===== src/rtl/ls_queue_pkg.sv =====
// Shared configuration for the load/store queue: opcodes, data width, FSM states
// and small decode helpers used by the queue and its load extender.
package ls_queue_pkg;

  localparam int XLEN      = 32;
  localparam int OP_W      = 6;
  localparam int ROB_W_DEF = 4;

  localparam logic [OP_W-1:0] op_lb  = 6'd0;
  localparam logic [OP_W-1:0] op_lh  = 6'd1;
  localparam logic [OP_W-1:0] op_lw  = 6'd2;
  localparam logic [OP_W-1:0] op_lbu = 6'd3;
  localparam logic [OP_W-1:0] op_lhu = 6'd4;
  localparam logic [OP_W-1:0] op_sb  = 6'd5;
  localparam logic [OP_W-1:0] op_sh  = 6'd6;
  localparam logic [OP_W-1:0] op_sw  = 6'd7;

  typedef enum logic [1:0] {
    ST_IDLE     = 2'd0,
    ST_WAIT_MEM = 2'd1,
    ST_DRAIN    = 2'd2
  } ls_state_t;

  function automatic logic is_store(input logic [OP_W-1:0] op);
    return (op == op_sb) || (op == op_sh) || (op == op_sw);
  endfunction

  function automatic logic [2:0] op_bytes(input logic [OP_W-1:0] op);
    case (op)
      op_lb, op_lbu, op_sb: return 3'd1;
      op_lh, op_lhu, op_sh: return 3'd2;
      default:              return 3'd4;
    endcase
  endfunction

  function automatic logic [XLEN-1:0] store_data(input logic [OP_W-1:0] op,
                                                 input logic [XLEN-1:0] v);
    case (op_bytes(op))
      3'd1:    return {24'd0, v[7:0]};
      3'd2:    return {16'd0, v[15:0]};
      default: return v;
    endcase
  endfunction

endpackage


===== src/rtl/ls_queue_if.sv =====
// Bundle of all non-clock/reset signals of the load/store queue.
interface ls_queue_if
  import ls_queue_pkg::*;
#(parameter int ROB_W = ROB_W_DEF);

  // Handshakes: an issue is taken on a rising edge with rdy high when
  // issue_valid is high and the queue is not full (lsq_avail reflects this
  // combinationally). mem_req_valid is a one-cycle pulse with no back-pressure;
  // mem_resp_valid is a one-cycle completion for the single outstanding request.
  // out_valid is a one-cycle completion pulse to the ROB.
  logic              rdy;
  logic              flush;
  logic              issue_valid;
  logic [OP_W-1:0]   issue_op;
  logic [XLEN-1:0]   issue_imm;
  logic [ROB_W-1:0]  issue_rd_rob;
  logic [XLEN-1:0]   issue_rs1_val;
  logic [XLEN-1:0]   issue_rs2_val;
  logic [ROB_W-1:0]  issue_rs1_rob;
  logic [ROB_W-1:0]  issue_rs2_rob;
  logic              issue_rs1_rdy;
  logic              issue_rs2_rdy;
  logic              lsq_avail;
  logic              mem_req_valid;
  logic              mem_req_we;
  logic [XLEN-1:0]   mem_req_addr;
  logic [2:0]        mem_req_bytes;
  logic [XLEN-1:0]   mem_req_wdata;
  logic              mem_resp_valid;
  logic [XLEN-1:0]   mem_resp_data;
  logic              store_commit_ok;
  logic              cdb0_valid;
  logic [ROB_W-1:0]  cdb0_rob;
  logic [XLEN-1:0]   cdb0_data;
  logic              cdb1_valid;
  logic [ROB_W-1:0]  cdb1_rob;
  logic [XLEN-1:0]   cdb1_data;
  logic              out_valid;
  logic [ROB_W-1:0]  out_rob;
  logic [XLEN-1:0]   out_data;
  ls_state_t         dbg_state;

  modport slave (
    input  rdy, flush, issue_valid, issue_op, issue_imm, issue_rd_rob,
           issue_rs1_val, issue_rs2_val, issue_rs1_rob, issue_rs2_rob,
           issue_rs1_rdy, issue_rs2_rdy, mem_resp_valid, mem_resp_data,
           store_commit_ok, cdb0_valid, cdb0_rob, cdb0_data,
           cdb1_valid, cdb1_rob, cdb1_data,
    output lsq_avail, mem_req_valid, mem_req_we, mem_req_addr, mem_req_bytes,
           mem_req_wdata, out_valid, out_rob, out_data, dbg_state
  );

  modport master (
    output rdy, flush, issue_valid, issue_op, issue_imm, issue_rd_rob,
           issue_rs1_val, issue_rs2_val, issue_rs1_rob, issue_rs2_rob,
           issue_rs1_rdy, issue_rs2_rdy, mem_resp_valid, mem_resp_data,
           store_commit_ok, cdb0_valid, cdb0_rob, cdb0_data,
           cdb1_valid, cdb1_rob, cdb1_data,
    input  lsq_avail, mem_req_valid, mem_req_we, mem_req_addr, mem_req_bytes,
           mem_req_wdata, out_valid, out_rob, out_data, dbg_state
  );

endinterface


===== src/rtl/ls_load_ext.sv =====
// Shapes raw memory read data into the ROB result according to the load opcode.
module ls_load_ext
  import ls_queue_pkg::*;
(
  input  logic [OP_W-1:0] op,
  input  logic [XLEN-1:0] data,
  output logic [XLEN-1:0] ext
);

  always_comb begin
    ext = '0;
    case (op)
      op_lb:   ext = {{24{data[7]}}, data[7:0]};
      op_lh:   ext = {{16{data[15]}}, data[15:0]};
      op_lw:   ext = data;
      op_lbu:  ext = {24'd0, data[7:0]};
      op_lhu:  ext = {16'd0, data[15:0]};
      default: ext = '0;
    endcase
  end

endmodule


===== src/rtl/ls_queue.sv =====
// In-order load/store queue: operand wakeup from two CDBs, one outstanding
// memory access at the head, completion to the ROB.
module ls_queue
  import ls_queue_pkg::*;
#(
  parameter int DEPTH = 16,
  parameter int ROB_W = ROB_W_DEF
) (
  input  logic       clk,
  input  logic       rst,
  ls_queue_if.slave  bus
);

  localparam int PW = $clog2(DEPTH);
  localparam int CW = PW + 1;

  logic [PW-1:0]     head, tail;
  logic [CW-1:0]     count;
  logic              valid_q   [DEPTH];
  logic [OP_W-1:0]   op_q      [DEPTH];
  logic [XLEN-1:0]   imm_q     [DEPTH];
  logic [ROB_W-1:0]  rd_q      [DEPTH];
  logic [XLEN-1:0]   rs1_val_q [DEPTH];
  logic [XLEN-1:0]   rs2_val_q [DEPTH];
  logic [ROB_W-1:0]  rs1_rob_q [DEPTH];
  logic [ROB_W-1:0]  rs2_rob_q [DEPTH];
  logic              rs1_rdy_q [DEPTH];
  logic              rs2_rdy_q [DEPTH];

  ls_state_t         state, state_next;
  logic              do_req, do_pop, head_ready, issue_acc;
  logic [XLEN-1:0]   in_rs1_val, in_rs2_val, ext_data;
  logic              in_rs1_rdy, in_rs2_rdy;

  assign bus.lsq_avail = ({1'b0, count} + {{CW{1'b0}}, bus.issue_valid}) < (CW+1)'(DEPTH);
  assign issue_acc     = bus.issue_valid && (count != CW'(DEPTH));
  assign head_ready    = (count != '0) && valid_q[head] && rs1_rdy_q[head] && rs2_rdy_q[head];
  assign bus.dbg_state = state;

  ls_load_ext u_ext (
    .op   (op_q[head]),
    .data (bus.mem_resp_data),
    .ext  (ext_data)
  );

  // An operand arriving on a CDB in the issue cycle is captured directly; port 1 wins.
  always_comb begin
    in_rs1_val = bus.issue_rs1_val;
    in_rs1_rdy = bus.issue_rs1_rdy;
    in_rs2_val = bus.issue_rs2_val;
    in_rs2_rdy = bus.issue_rs2_rdy;
    if (!bus.issue_rs1_rdy) begin
      if (bus.cdb0_valid && bus.cdb0_rob == bus.issue_rs1_rob) begin
        in_rs1_val = bus.cdb0_data; in_rs1_rdy = 1'b1;
      end
      if (bus.cdb1_valid && bus.cdb1_rob == bus.issue_rs1_rob) begin
        in_rs1_val = bus.cdb1_data; in_rs1_rdy = 1'b1;
      end
    end
    if (!bus.issue_rs2_rdy) begin
      if (bus.cdb0_valid && bus.cdb0_rob == bus.issue_rs2_rob) begin
        in_rs2_val = bus.cdb0_data; in_rs2_rdy = 1'b1;
      end
      if (bus.cdb1_valid && bus.cdb1_rob == bus.issue_rs2_rob) begin
        in_rs2_val = bus.cdb1_data; in_rs2_rdy = 1'b1;
      end
    end
  end

  always_comb begin
    state_next = state;
    do_req     = 1'b0;
    do_pop     = 1'b0;
    case (state)
      ST_IDLE: begin
        if (head_ready && (!is_store(op_q[head]) || bus.store_commit_ok)) begin
          do_req     = 1'b1;
          state_next = ST_WAIT_MEM;
        end
      end
      ST_WAIT_MEM: begin
        if (bus.mem_resp_valid) begin
          do_pop     = 1'b1;
          state_next = ST_IDLE;
        end
      end
      ST_DRAIN: begin
        if (bus.mem_resp_valid) state_next = ST_IDLE;
      end
      default: state_next = ST_IDLE;
    endcase
  end

  always_ff @(posedge clk) begin
    if (rst) begin
      state <= ST_IDLE;
    end else if (bus.rdy) begin
      if (bus.flush) state <= (state == ST_WAIT_MEM) ? ST_DRAIN : ST_IDLE;
      else           state <= state_next;
    end
  end

  always_ff @(posedge clk) begin
    if (rst) begin
      head <= '0;
      tail <= '0;
      count <= '0;
      for (int i = 0; i < DEPTH; i++) begin
        valid_q[i]   <= 1'b0;
        rs1_rdy_q[i] <= 1'b0;
        rs2_rdy_q[i] <= 1'b0;
      end
      bus.mem_req_valid <= 1'b0;
      bus.mem_req_we    <= 1'b0;
      bus.mem_req_addr  <= '0;
      bus.mem_req_bytes <= '0;
      bus.mem_req_wdata <= '0;
      bus.out_valid     <= 1'b0;
      bus.out_rob       <= '0;
      bus.out_data      <= '0;
    end else if (bus.rdy) begin
      bus.mem_req_valid <= 1'b0;
      bus.mem_req_we    <= 1'b0;
      bus.out_valid     <= 1'b0;
      if (bus.flush) begin
        head  <= '0;
        tail  <= '0;
        count <= '0;
        for (int i = 0; i < DEPTH; i++) begin
          valid_q[i]   <= 1'b0;
          rs1_rdy_q[i] <= 1'b0;
          rs2_rdy_q[i] <= 1'b0;
        end
      end else begin
        for (int i = 0; i < DEPTH; i++) begin
          if (valid_q[i] && !rs1_rdy_q[i]) begin
            if (bus.cdb0_valid && bus.cdb0_rob == rs1_rob_q[i]) begin
              rs1_val_q[i] <= bus.cdb0_data; rs1_rdy_q[i] <= 1'b1;
            end
            if (bus.cdb1_valid && bus.cdb1_rob == rs1_rob_q[i]) begin
              rs1_val_q[i] <= bus.cdb1_data; rs1_rdy_q[i] <= 1'b1;
            end
          end
          if (valid_q[i] && !rs2_rdy_q[i]) begin
            if (bus.cdb0_valid && bus.cdb0_rob == rs2_rob_q[i]) begin
              rs2_val_q[i] <= bus.cdb0_data; rs2_rdy_q[i] <= 1'b1;
            end
            if (bus.cdb1_valid && bus.cdb1_rob == rs2_rob_q[i]) begin
              rs2_val_q[i] <= bus.cdb1_data; rs2_rdy_q[i] <= 1'b1;
            end
          end
        end
        if (do_req) begin
          bus.mem_req_valid <= 1'b1;
          bus.mem_req_we    <= is_store(op_q[head]);
          bus.mem_req_addr  <= rs1_val_q[head] + imm_q[head];
          bus.mem_req_bytes <= op_bytes(op_q[head]);
          bus.mem_req_wdata <= store_data(op_q[head], rs2_val_q[head]);
        end
        if (do_pop) begin
          valid_q[head] <= 1'b0;
          head          <= head + 1'b1;
          bus.out_valid <= 1'b1;
          bus.out_rob   <= rd_q[head];
          bus.out_data  <= ext_data;
        end
        // The tail slot is free whenever an issue is accepted, so this never collides with wakeup or pop.
        if (issue_acc) begin
          valid_q[tail]   <= 1'b1;
          op_q[tail]      <= bus.issue_op;
          imm_q[tail]     <= bus.issue_imm;
          rd_q[tail]      <= bus.issue_rd_rob;
          rs1_val_q[tail] <= in_rs1_val;
          rs2_val_q[tail] <= in_rs2_val;
          rs1_rob_q[tail] <= bus.issue_rs1_rob;
          rs2_rob_q[tail] <= bus.issue_rs2_rob;
          rs1_rdy_q[tail] <= in_rs1_rdy;
          rs2_rdy_q[tail] <= in_rs2_rdy;
          tail            <= tail + 1'b1;
        end
        case ({issue_acc, do_pop})
          2'b10:   count <= count + 1'b1;
          2'b01:   count <= count - 1'b1;
          default: count <= count;
        endcase
      end
    end
  end

endmodule


===== src/flat_wrapper.sv =====
// flat-port wrapper written by rule: the top's interface ports become plain ports
module ls_queue_flat import ls_queue_pkg::*;
#(
  parameter int DEPTH = 16,
  parameter int ROB_W = ROB_W_DEF
)
  (clk, rst, bus_rdy, bus_flush, bus_issue_valid, bus_issue_op, bus_issue_imm, bus_issue_rd_rob, bus_issue_rs1_val, bus_issue_rs2_val, bus_issue_rs1_rob, bus_issue_rs2_rob, bus_issue_rs1_rdy, bus_issue_rs2_rdy, bus_mem_resp_valid, bus_mem_resp_data, bus_store_commit_ok, bus_cdb0_valid, bus_cdb0_rob, bus_cdb0_data, bus_cdb1_valid, bus_cdb1_rob, bus_cdb1_data, bus_lsq_avail, bus_mem_req_valid, bus_mem_req_we, bus_mem_req_addr, bus_mem_req_bytes, bus_mem_req_wdata, bus_out_valid, bus_out_rob, bus_out_data, bus_dbg_state);
  ls_queue_if #(.ROB_W(ROB_W)) bus_i ();
  input  logic clk;
  input  logic rst;
  input wire logic [$bits(bus_i.rdy)-1:0] bus_rdy;
  input wire logic [$bits(bus_i.flush)-1:0] bus_flush;
  input wire logic [$bits(bus_i.issue_valid)-1:0] bus_issue_valid;
  input wire logic [$bits(bus_i.issue_op)-1:0] bus_issue_op;
  input wire logic [$bits(bus_i.issue_imm)-1:0] bus_issue_imm;
  input wire logic [$bits(bus_i.issue_rd_rob)-1:0] bus_issue_rd_rob;
  input wire logic [$bits(bus_i.issue_rs1_val)-1:0] bus_issue_rs1_val;
  input wire logic [$bits(bus_i.issue_rs2_val)-1:0] bus_issue_rs2_val;
  input wire logic [$bits(bus_i.issue_rs1_rob)-1:0] bus_issue_rs1_rob;
  input wire logic [$bits(bus_i.issue_rs2_rob)-1:0] bus_issue_rs2_rob;
  input wire logic [$bits(bus_i.issue_rs1_rdy)-1:0] bus_issue_rs1_rdy;
  input wire logic [$bits(bus_i.issue_rs2_rdy)-1:0] bus_issue_rs2_rdy;
  input wire logic [$bits(bus_i.mem_resp_valid)-1:0] bus_mem_resp_valid;
  input wire logic [$bits(bus_i.mem_resp_data)-1:0] bus_mem_resp_data;
  input wire logic [$bits(bus_i.store_commit_ok)-1:0] bus_store_commit_ok;
  input wire logic [$bits(bus_i.cdb0_valid)-1:0] bus_cdb0_valid;
  input wire logic [$bits(bus_i.cdb0_rob)-1:0] bus_cdb0_rob;
  input wire logic [$bits(bus_i.cdb0_data)-1:0] bus_cdb0_data;
  input wire logic [$bits(bus_i.cdb1_valid)-1:0] bus_cdb1_valid;
  input wire logic [$bits(bus_i.cdb1_rob)-1:0] bus_cdb1_rob;
  input wire logic [$bits(bus_i.cdb1_data)-1:0] bus_cdb1_data;
  output wire logic [$bits(bus_i.lsq_avail)-1:0] bus_lsq_avail;
  output wire logic [$bits(bus_i.mem_req_valid)-1:0] bus_mem_req_valid;
  output wire logic [$bits(bus_i.mem_req_we)-1:0] bus_mem_req_we;
  output wire logic [$bits(bus_i.mem_req_addr)-1:0] bus_mem_req_addr;
  output wire logic [$bits(bus_i.mem_req_bytes)-1:0] bus_mem_req_bytes;
  output wire logic [$bits(bus_i.mem_req_wdata)-1:0] bus_mem_req_wdata;
  output wire logic [$bits(bus_i.out_valid)-1:0] bus_out_valid;
  output wire logic [$bits(bus_i.out_rob)-1:0] bus_out_rob;
  output wire logic [$bits(bus_i.out_data)-1:0] bus_out_data;
  output wire logic [$bits(bus_i.dbg_state)-1:0] bus_dbg_state;
  assign bus_i.rdy = bus_rdy;
  assign bus_i.flush = bus_flush;
  assign bus_i.issue_valid = bus_issue_valid;
  assign bus_i.issue_op = bus_issue_op;
  assign bus_i.issue_imm = bus_issue_imm;
  assign bus_i.issue_rd_rob = bus_issue_rd_rob;
  assign bus_i.issue_rs1_val = bus_issue_rs1_val;
  assign bus_i.issue_rs2_val = bus_issue_rs2_val;
  assign bus_i.issue_rs1_rob = bus_issue_rs1_rob;
  assign bus_i.issue_rs2_rob = bus_issue_rs2_rob;
  assign bus_i.issue_rs1_rdy = bus_issue_rs1_rdy;
  assign bus_i.issue_rs2_rdy = bus_issue_rs2_rdy;
  assign bus_i.mem_resp_valid = bus_mem_resp_valid;
  assign bus_i.mem_resp_data = bus_mem_resp_data;
  assign bus_i.store_commit_ok = bus_store_commit_ok;
  assign bus_i.cdb0_valid = bus_cdb0_valid;
  assign bus_i.cdb0_rob = bus_cdb0_rob;
  assign bus_i.cdb0_data = bus_cdb0_data;
  assign bus_i.cdb1_valid = bus_cdb1_valid;
  assign bus_i.cdb1_rob = bus_cdb1_rob;
  assign bus_i.cdb1_data = bus_cdb1_data;
  assign bus_lsq_avail = bus_i.lsq_avail;
  assign bus_mem_req_valid = bus_i.mem_req_valid;
  assign bus_mem_req_we = bus_i.mem_req_we;
  assign bus_mem_req_addr = bus_i.mem_req_addr;
  assign bus_mem_req_bytes = bus_i.mem_req_bytes;
  assign bus_mem_req_wdata = bus_i.mem_req_wdata;
  assign bus_out_valid = bus_i.out_valid;
  assign bus_out_rob = bus_i.out_rob;
  assign bus_out_data = bus_i.out_data;
  assign bus_dbg_state = bus_i.dbg_state;
  ls_queue #(.DEPTH(DEPTH), .ROB_W(ROB_W)) u_core (.clk(clk), .rst(rst), .bus(bus_i));
endmodule

===== config.mk =====
export PLATFORM = sky130hd
export DESIGN_NAME = ls_queue_flat
export DESIGN_NICKNAME = d
export VERILOG_FILES = /design/src/rtl/ls_queue_pkg.sv /design/src/rtl/ls_queue_if.sv /design/src/rtl/ls_load_ext.sv /design/src/rtl/ls_queue.sv /design/src/flat_wrapper.sv
export SDC_FILE = /design/constraint.sdc
export NUM_CORES = 2
export LEC_CHECK = 0
export CAP_MARGIN = 0
export CORE_UTILIZATION = 45
export CTS_BUF_LIST = sky130_fd_sc_hd__clkbuf_8
export CTS_CLUSTER_DIAMETER = 80
export CTS_CLUSTER_SIZE = 28
export DETAILED_ROUTE_END_ITERATION = 7
export GPL_TIMING_DRIVEN = 0
export PLACE_DENSITY = 0.69
export SYNTH_ARGS = -nofsm -noshare
export SYNTH_HDL_FRONTEND = slang
export SYNTH_SLANG_ARGS = --single-unit
export TNS_END_PERCENT = 50

===== constraint.sdc =====
create_clock -name clk -period 8.09 [get_ports clk]
set_input_delay 2.427 -clock clk [delete_from_list [all_inputs] [get_ports clk]]
set_output_delay 2.427 -clock clk [all_outputs]
set_load 0.01 [all_outputs]

==> flow_summary.toml <==
[status]
status = "finished, violations left"
violations = "design-rule violations, max-capacitance violations, max-slew violations"

[worst_setup_path]
crit_fanout = 19
slowest_delay_ns = 0.81
crit_chain = "buf_2, buf_2, buf_2, buf_2, clkbuf_2, clkdlybuf4s15_1, mux4_2, mux4_2, ha_1, clkbuf_1, nand2_1, o21ai_0, nor2_1, a2111oi_1, o2111ai_1, mux2i_1, o21ai_1, a21oi_1"
critical_path_buf_inv_count = 7
crit_type = "register to register"
slowest_stage = "a2111oi_1"
start_kind = "register"
cp.required_ns = 8.98
crit_top_cell = "buf_2"
cp_top_family = "buffers and inverters"
arrival_ns = 8.55
end_kind = "register"

[power_and_ir_drop]
power.density_nw_per_um2 = 162
leakage_uw = 0.0405
ir_worst_vdd_mv = 0.126
totalPowerFinal_uw = 18400

[synth]
async_flop_share_pct = 0
synth.most_common_cell = "edfxtp_1"
synth-seq-cells = 1997
yosys_most_used_dff = "edfxtp_1"
synth_top_area_cell = "edfxtp_1"
synth-warning-count = 0
yosys-top-cells-area = "edfxtp_1 (54%), mux4_2 (11%), mux2i_1 (10%)"
synth_top_area_share_pct = 53.9
synth.avg_cell_area_um2 = 12.9
synth_commonest_cells = "edfxtp_1 (1850), nand2_1 (1147), o21ai_0 (1094), mux2i_1 (1054), clkbuf_1 (695)"
synth_cell_types = 78
ys_seq_area_share_pct = 56.7
syn_nets = 8265
syn_inst = 7988
syn-cell-area_um2 = 103000
synth_edf_count = 1850

[job]
maxCapViolations = 12

[finish]
final_area_um2 = 114000
multi_input_area_um2 = 41000
area_growth_syn_to_layout_pct = 10.6
seq_area_um2 = 58500
drive_above_1_share_pct = 11.4
fillerInstances = 19500
final_nets = 8712

[clock_network]
htree_levels = 3
clk_pin_slew_ns = 0.17
postCtsSetupBuffers = 0
clock_path_buffers = 3
cts_sinks = 1997
cts_tree = "yes"
root_buffer = "clkbuf_8"
clkLatencyLatePin_ns = 1.05
numCtsBuffers = 120

[sta]
fmax_mhz = 131
fin_skew_ns = 0.0688
period_minus_slack_ns = 7.66
setup_viol = 0
fin_crit_sh_pct = 94.6
slew_headroom_pct = -6.31
setup_slack_ns = 0.433
finalHoldViolCount = 0
rsz0062_at_grt = "false"
drv_slew = 102
worst_pin_slew_ns = 1.59

[worst_hold_path]
min_from = "u_core.bus.out_rob[1]"
hold_path.class = "register to register"

[die]
die_w_um = 481
rows = 175
core_area_um2 = 227000
die_area_um2 = 231000
start_util_pct = 45.3
die-height_um = 481
io_pins = 338

[placement]
place.gp.congestion = 1.03
pre_cts_slack_ns = -0.617
port_buffers = 261
dpl.hpwl_um = 305000
placed_area_um2 = 111000

[route]
antenna_left = 0
route.detailed.drc = 4
wire_per_inst_um = 35.9
dr.pass1.iters = 8
wl_um = 416000
num_vias = 77000
initialDrtViolationCount = 13300
viasPerCell = 6.64

[grt]
grt_usage_pct = 35.3
grt_max_degree = 42
antenna_found_initial = 76
gr-total-overflow = 0
first_global_vias = 73500
grt_pass1_wl_um = 567000
-- report_power, final --
group | total, uW | internal, uW | switching [uW]
combinational | 1260 | 382 | 879
clock | 5900 | 1900 | 4000
sequential | 11300 | 11300 | 15.3
-- registers in the layout (all words and copies together) (netlist names), 32 cells and up, named ones only --
name                      count
u_core.bus.mem_req_addr      32
u_core.imm_q                512
u_core.rs1_val_q            512
u_core.rs2_val_q            512
u_core.rs2_rob_q             64
u_core.bus.out_data          32
u_core.bus.mem_req_wdata     32
u_core.op_q                  96
u_core.rd_q                  64
u_core.rs1_rob_q             64
-- cells by family (layout without fill, tap and decap cells) --
logic type,after synthesis,count (layout),synth area share [%]
AO/OA/AOI/OAI,1506,1506,8.29
multiplexers,1572,1572,21.5
adder cells (fa/ha/maj),48,48,0.597
XOR/XNOR,289,289,2.45
flip-flops,1997,1997,56.7
other,0,34,0
AND/OR/NAND/NOR,1624,1624,6.77
buffers and inverters,952,1506,3.62
-- cells in the final DEF, fill, tap and decap left out, types with 67 or more instances in the layout --
cell type        count
xnor2_1            172
xor2_1             117
mux2i_1           1054
mux4_2             517
clkbuf_1           654
nand2_1           1143
dfxtp_1            147
clkbuf_8           126
edfxtp_1          1850
buf_2               78
o22a_1             128
buf_1              115
clkdlybuf4s50_1    261
o21ai_0           1092
a21oi_1            127
nor2_1             135
nand3_1             67
-- worst min-delay path, stage by stage (launching register included) --
cell,delay [ns]
dfxtp_1,0.35
nand2_1,0.06
a21oi_1,0.06
-- per-stage QoR --
step / instances / utilization [%] / setup TNS (ns) / hold WS, ns
CTS: 11600 / 50.1 / 0 / 0.478
global route: 11600 / 50.1 / 0 / 0.501
finish: 11600 / 50.1 / 0 / 0.480
detailed placement: 11300 / 48.7 / -3.21 / 0.452
floorplan: 7988 / - / 0 / 0.471
global placement: 11300 / 48.1 / -3088.15 / 0.438
-- worst paths after layout --
check                                end  depth (start not counted)  slack, ns
min                u_core.bus.out_rob[1]                          2       0.48
max          u_core.bus.mem_req_addr[28]                         18       0.43
min reg2reg        u_core.bus.out_rob[1]                          2       0.48
max reg2reg  u_core.bus.mem_req_addr[28]                         18       0.43
-- cell type report --
class | count | area share (%)
Tap cell | 3009 | 3.30
Timing Repair Buffer | 326 | 3.39
Clock buffer | 126 | 1.52
Multi-Input combinational cell | 5039 | 35.9
Inverter | 53 | 0.174
Clock inverter | 103 | 1.17
Sequential cell | 1997 | 51.3
Buffer | 898 | 3.18
Antenna cell | 34 | 0.0746
-- what timing repair did --
action | in CTS | in global routing
endpoints found under the setup margin | 13 | 6
gates resized for setup | 10 | 7
hold buffers | 0 | 0
-- metal layers --
metal  vias up  part of all wire, %  track usage (%)
met3      1253                   14             10.3
met1     38500                   35             44.7
met5         -                0.064                0
met2      6245                   44             52.7
met4        34                  7.6             23.3
li1      30900                    -                -
No activity file was read; power rests on OpenSTA's default activity.
